**config.mk**
```make
export PLATFORM = sky130hd
export DESIGN_NAME = row_ram_uart_reader_flat
export DESIGN_NICKNAME = d
export VERILOG_FILES = /design/src/rtl/row_ram_uart_reader_if.sv /design/src/rtl/row_ram_uart_reader.sv /design/src/flat_wrapper.sv
export SDC_FILE = /design/constraint.sdc
export NUM_CORES = 1
export LEC_CHECK = 0
export BUFFER_PORTS_ARGS = -buffer_cell sky130_fd_sc_hd__clkbuf_2
export CORE_UTILIZATION = 49
export DETAILED_ROUTE_END_ITERATION = 8
export PLACE_DENSITY = 0.7
export REMOVE_ABC_BUFFERS = 1
export SLEW_MARGIN = 5
export SYNTH_ARGS = -nofsm -noshare
export SYNTH_HDL_FRONTEND = slang
export SYNTH_SLANG_ARGS = --single-unit
```
**constraint.sdc**
```tcl
create_clock -name clk -period 3.15 [get_ports clk]
set_input_delay 0.63 -clock clk [delete_from_list [all_inputs] [get_ports clk]]
set_output_delay 0.63 -clock clk [all_outputs]
set_load 0.01 [all_outputs]
```
**src/rtl/row_ram_uart_reader_if.sv**
```systemverilog
// Control and RAM read-port bundle between a row controller/row RAM and the UART row reader.
`timescale 1ns/1ps
interface row_ram_uart_reader_if #(
    parameter int ADDR_W = 9
);
    logic              start;
    logic [ADDR_W-1:0] addr_out;
    logic [7:0]        ram_dout;
    logic              busy;
    logic              row_done;

    // The reader drives the address and status; the controller/RAM side drives start and read data.
    modport master (
        input  start,
        input  ram_dout,
        output addr_out,
        output busy,
        output row_done
    );

    modport slave (
        output start,
        output ram_dout,
        input  addr_out,
        input  busy,
        input  row_done
    );
endinterface

```
**src/rtl/row_ram_uart_reader.sv**
```systemverilog
// Drains one row of bytes from a synchronous row RAM and sends each byte as a UART 8N1 frame.
`timescale 1ns/1ps
module row_ram_uart_reader #(
    parameter int ROW_LEN  = 480,
    parameter int ADDR_W   = 9,
    parameter int BAUD_DIV = 10
) (
    input  logic                    clk,
    input  logic                    rst_n,
    row_ram_uart_reader_if.master   bus,
    output logic                    uart_tx
);

    localparam int BAUD_W = (BAUD_DIV > 1) ? $clog2(BAUD_DIV) : 1;
    localparam logic [BAUD_W-1:0] BAUD_LAST = BAUD_W'(BAUD_DIV - 1);
    localparam logic [ADDR_W-1:0] ADDR_LAST = ADDR_W'(ROW_LEN - 1);
    localparam logic [3:0]        SLOT_STOP = 4'd9;
    localparam logic [3:0]        SLOT_LAST_DATA = 4'd8;

    typedef enum logic [2:0] {IDLE, RD, LATCH, TX, DONE} state_t;

    state_t            state, state_nx;
    logic [BAUD_W-1:0] baud_cnt, baud_nx;
    logic [3:0]        bit_cnt, bit_nx;
    logic [7:0]        shift_q, shift_nx;
    logic [ADDR_W-1:0] addr_q, addr_nx;
    logic              tx_q, tx_nx;
    logic              busy_q, busy_nx;
    logic              done_q, done_nx;

    always_ff @(posedge clk or negedge rst_n) begin
        if (!rst_n) begin
            state    <= IDLE;
            baud_cnt <= '0;
            bit_cnt  <= '0;
            shift_q  <= '0;
            addr_q   <= '0;
            tx_q     <= 1'b1;
            busy_q   <= 1'b0;
            done_q   <= 1'b0;
        end else begin
            state    <= state_nx;
            baud_cnt <= baud_nx;
            bit_cnt  <= bit_nx;
            shift_q  <= shift_nx;
            addr_q   <= addr_nx;
            tx_q     <= tx_nx;
            busy_q   <= busy_nx;
            done_q   <= done_nx;
        end
    end

    // Outputs are registered: each next value is what the line/status should show after the edge.
    always_comb begin
        state_nx = state;
        baud_nx  = baud_cnt;
        bit_nx   = bit_cnt;
        shift_nx = shift_q;
        addr_nx  = addr_q;
        tx_nx    = tx_q;
        busy_nx  = busy_q;
        done_nx  = 1'b0;

        case (state)
            IDLE: begin
                tx_nx = 1'b1;
                if (bus.start) begin
                    state_nx = RD;
                    addr_nx  = '0;
                    busy_nx  = 1'b1;
                end
            end
            RD: begin
                state_nx = LATCH;
            end
            LATCH: begin
                shift_nx = bus.ram_dout;
                baud_nx  = '0;
                bit_nx   = '0;
                tx_nx    = 1'b0;
                state_nx = TX;
            end
            TX: begin
                if (baud_cnt == BAUD_LAST) begin
                    baud_nx = '0;
                    if (bit_cnt == SLOT_STOP) begin
                        if (addr_q == ADDR_LAST) begin
                            state_nx = DONE;
                            done_nx  = 1'b1;
                            addr_nx  = '0;
                        end else begin
                            state_nx = RD;
                            addr_nx  = addr_q + ADDR_W'(1);
                        end
                    end else begin
                        // bit_cnt is the slot just finishing, so slot n+1 carries data bit n
                        bit_nx = bit_cnt + 4'd1;
                        tx_nx  = (bit_cnt == SLOT_LAST_DATA) ? 1'b1 : shift_q[bit_cnt[2:0]];
                    end
                end else begin
                    baud_nx = baud_cnt + BAUD_W'(1);
                end
            end
            DONE: begin
                tx_nx    = 1'b1;
                busy_nx  = 1'b0;
                state_nx = IDLE;
            end
            default: begin
                state_nx = IDLE;
            end
        endcase
    end

    assign bus.addr_out = addr_q;
    assign bus.busy     = busy_q;
    assign bus.row_done = done_q;
    assign uart_tx      = tx_q;

endmodule

```
**src/flat_wrapper.sv**
```systemverilog
// flat-port wrapper written by rule: the top's interface ports become plain ports
module row_ram_uart_reader_flat 
#(
    parameter int ROW_LEN  = 480,
    parameter int ADDR_W   = 9,
    parameter int BAUD_DIV = 10
)
  (clk, rst_n, uart_tx, bus_start, bus_ram_dout, bus_addr_out, bus_busy, bus_row_done);
  row_ram_uart_reader_if #(.ADDR_W(ADDR_W)) bus_i ();
  input  logic clk;
  input  logic rst_n;
  output logic uart_tx;
  input wire logic [$bits(bus_i.start)-1:0] bus_start;
  input wire logic [$bits(bus_i.ram_dout)-1:0] bus_ram_dout;
  output wire logic [$bits(bus_i.addr_out)-1:0] bus_addr_out;
  output wire logic [$bits(bus_i.busy)-1:0] bus_busy;
  output wire logic [$bits(bus_i.row_done)-1:0] bus_row_done;
  assign bus_i.start = bus_start;
  assign bus_i.ram_dout = bus_ram_dout;
  assign bus_addr_out = bus_i.addr_out;
  assign bus_busy = bus_i.busy;
  assign bus_row_done = bus_i.row_done;
  row_ram_uart_reader #(.ROW_LEN(ROW_LEN), .ADDR_W(ADDR_W), .BAUD_DIV(BAUD_DIV)) u_core (.clk(clk), .rst_n(rst_n), .bus(bus_i), .uart_tx(uart_tx));
endmodule
```
==> results.cfg <==
[timing]
tns_ps = 0
maxClockFrequency_ghz = 0.502
worst_slew_pin_slew_ps = 764
setup_viol = 0
slew_viol_final = 0
hold_viol = 0
fin_crit_sh_pct = 63.3
slew_headroom_pct = 49.1
rsz0062_at_grt = no
skew_ps = 7.94
period_needed_ps = 1990

[placement]
gp_congestion = 0.900
io_buffers = 22
place_area_sq_um = 1840
dpl.hpwl_um = 2510
placed_cells = 223

[synthesis]
synth-compound-area-share_pct = 18.2
yosys.area_share.adder_pct = 4.40
synth-simple-area-share_pct = 18.6
syn_inst = 162
syn_area_sq_um = 1710
synth_warnings = 0
muxShareOfSynthArea_pct = 8.35
avgSynthCellArea_sq_um = 10.5
synthFlopType = dfrtp_1
synth_edf_count = 0
synthArstFlopShare_pct = 100
ys_seq_elements = 31
synth_xor_area_share_pct = 1.03
synth_top_family_by_area = simple AND/OR/NAND/NOR gates
ys_types = 45
ys_seq_area_share_pct = 45.5

[power_and_ir_drop]
vdd.ir_drop.worst_mv = 0.281
total_leakage_power_nw = 0.841
p_total_w = 0.00109
p_per_area_nw_per_um2 = 572

[run]
max-cap-violations = 0

[final_layout]
layout.cells.non_filler = 231
num-nets-final = 201
layout-drive-gt1-share_pct = 25.9
fillers = 305
final_area_sq_um = 1900
n_antenna_cell = 0
area_growth_pct = 11.4
fin_util_pct = 57.0

[floorplanning]
rows = 21
die_y_um = 61.0
die-area_sq_um = 3730
pin_count = 23
dieWidth_um = 61.0
core-area_sq_um = 3340
floorplan.initialDensity_pct = 51.2

[critical_path]
critPathRequiredTime_ps = 3390
critPathMaxFanout = 10
end_kind = flop
critical_path.startpoint_type = flop
worst-setup-path-type = flop to flop
arrival_ps = 2230

[min_path]
hold_class = input pin to async pin

[cts]
clock_latency_ps = 340
clkTransAtPathRegs_ps = 110
cts_tree = built
h-tree-depth = 2
cts-root-buf = clkbuf_4
cts_setup_buffers = 0
clockBufferDepth = 2
postCtsHoldBufs = 0
postCtsResizedCells = 0
cts_buffers = 5
clock-sinks = 31

[global_routing]
track_usage_pct = 21.4
grt_max_degree = 32
grt_pass1_vias = 1254
grt_remaining_overflow = 0
antenna_found_initial = 0
grt_pass1_wl_um = 5690

[drt]
totalWireLength_um = 3480
vias_per_cell = 5.98
route.detailed.drc = 0
wire_per_inst_um = 15.1
drt_iter0_markers = 75
antenna_violating_nets_post_route = 0
num_vias = 1381
firstDrtPassIters = 4

[outcome]
status = completed
-- layout make-up --
cell class	count	area, sq um	share of cell area, %
multi-input cells	116	865	45.5
inverters	8	30.0	1.58
clock buffers	5	37.5	1.97
well taps	46	57.6	3.03
clock inverters	3	25.0	1.32
flip-flops and latches	31	777	40.9
repair buffers	22	110	5.79
-- cells in the mapped netlist (3+ instances only) --
| master | n | area, sq um |
|---|---|---|
| o31ai_1 | 6 | 45.0 |
| o21ai_0 | 9 | 45.0 |
| ha_1 | 6 | 75.1 |
| mux2i_1 | 3 | 30.0 |
| a31oi_1 | 5 | 31.3 |
| a22o_1 | 3 | 26.3 |
| nor3_1 | 3 | 15.0 |
| a21oi_1 | 6 | 30.0 |
| nand2_1 | 11 | 41.3 |
| mux2_2 | 8 | 90.1 |
| dfrtp_1 | 30 | 751 |
| clkbuf_1 | 3 | 11.3 |
| nand3_1 | 9 | 45.0 |
| inv_1 | 7 | 26.3 |
| nor2_1 | 11 | 41.3 |
-- stage by stage --
stage,setup slack (ps),hold slack (ps)
detailed placement,1210,499
finish,1160,337
global route,1020,372
CTS,1180,347
floorplan,1380,334
global placement,1270,489
-- power breakdown --
part           total, W  switching [W]  leakage (nW)  internal (W)
clock network  0.000242       0.000153        0.0314     0.0000891
logic          0.000280       0.000134         0.430      0.000146
registers      0.000565      0.0000935         0.379      0.000471
total           0.00109       0.000381         0.841      0.000706
-- kinds of logic (layout without fill, tap and decap cells) --
logic type,after synthesis,count (layout)
xor+xnor,2,2
flops,31,31
simple gates,54,54
fa+ha+maj,6,6
mux,12,12
compound gates,42,42
buf+inv,15,38
-- worst paths after layout --
kind | from | to | slack (ps) | cells after the start
worst min-delay path | rst_n | u_core.bit_cnt[3] | 340 | 1
max in group asynchronous | rst_n | u_core.bus.addr_out[3] | 2330 | 1
worst max register to register | u_core.bit_cnt[1] | u_core.bus.addr_out[4] | 1160 | 6
worst max-delay path | u_core.bit_cnt[1] | u_core.bus.addr_out[4] | 1160 | 6
min in group clk | bus_ram_dout[4] | u_core.shift_q[4] | 510 | 2
worst min register to register | u_core.shift_q[0] | u_core.shift_q[0] | 520 | 1
-- worst max-delay path, cell delays in order, from the launching register on --
cell and delay, ps:
dfrtp_1 500, inv_1 120, ha_1 200, and3b_1 250, a41oi_4 220, a311o_1 380
a22o_1 220
-- cells in the final DEF (no fill, tap or decap), types with 2 or more instances in the layout --
master      n
nand4_1     2
o41ai_1     2
dfrtp_1    30
o22ai_1     2
a31oi_1     5
mux2_2      8
a22o_1      3
mux2i_1     3
nor3_1      3
a21oi_1     6
nand2_1    11
nor2b_1     2
o21ai_0     9
a211oi_1    2
nand3b_1    2
and3b_1     2
clkbuf_2   22
nor2_1     11
clkbuf_4    5
ha_1        6
xor2_1      2
inv_1       7
o31ai_1     6
nand3_1     9
o2111ai_1   2
clkinv_4    2
and3_1      2
-- state kept, by name, summed over array words and instances, names as in the netlist --
signal,flops
u_core.bus.addr_out,9
u_core.shift_q,8
u_core.baud_cnt,4
u_core.bit_cnt,4
u_core.state,3
u_core.bus.busy,1
u_core.bus.row_done,1
u_core.uart_tx,1
-- metal layers --
| layer | up-vias | wire length (um) | track usage, % |
|---|---|---|---|
| met3 | 14 | 179 | 6.51 |
| met5 | - | 0 | 0 |
| met2 | 46 | 1680 | 32.5 |
| met4 | 0 | 96 | 11.0 |
| met1 | 670 | 1530 | 27.6 |
| li1 | 651 | - | - |
No activity file was read; power rests on OpenSTA's default activity.
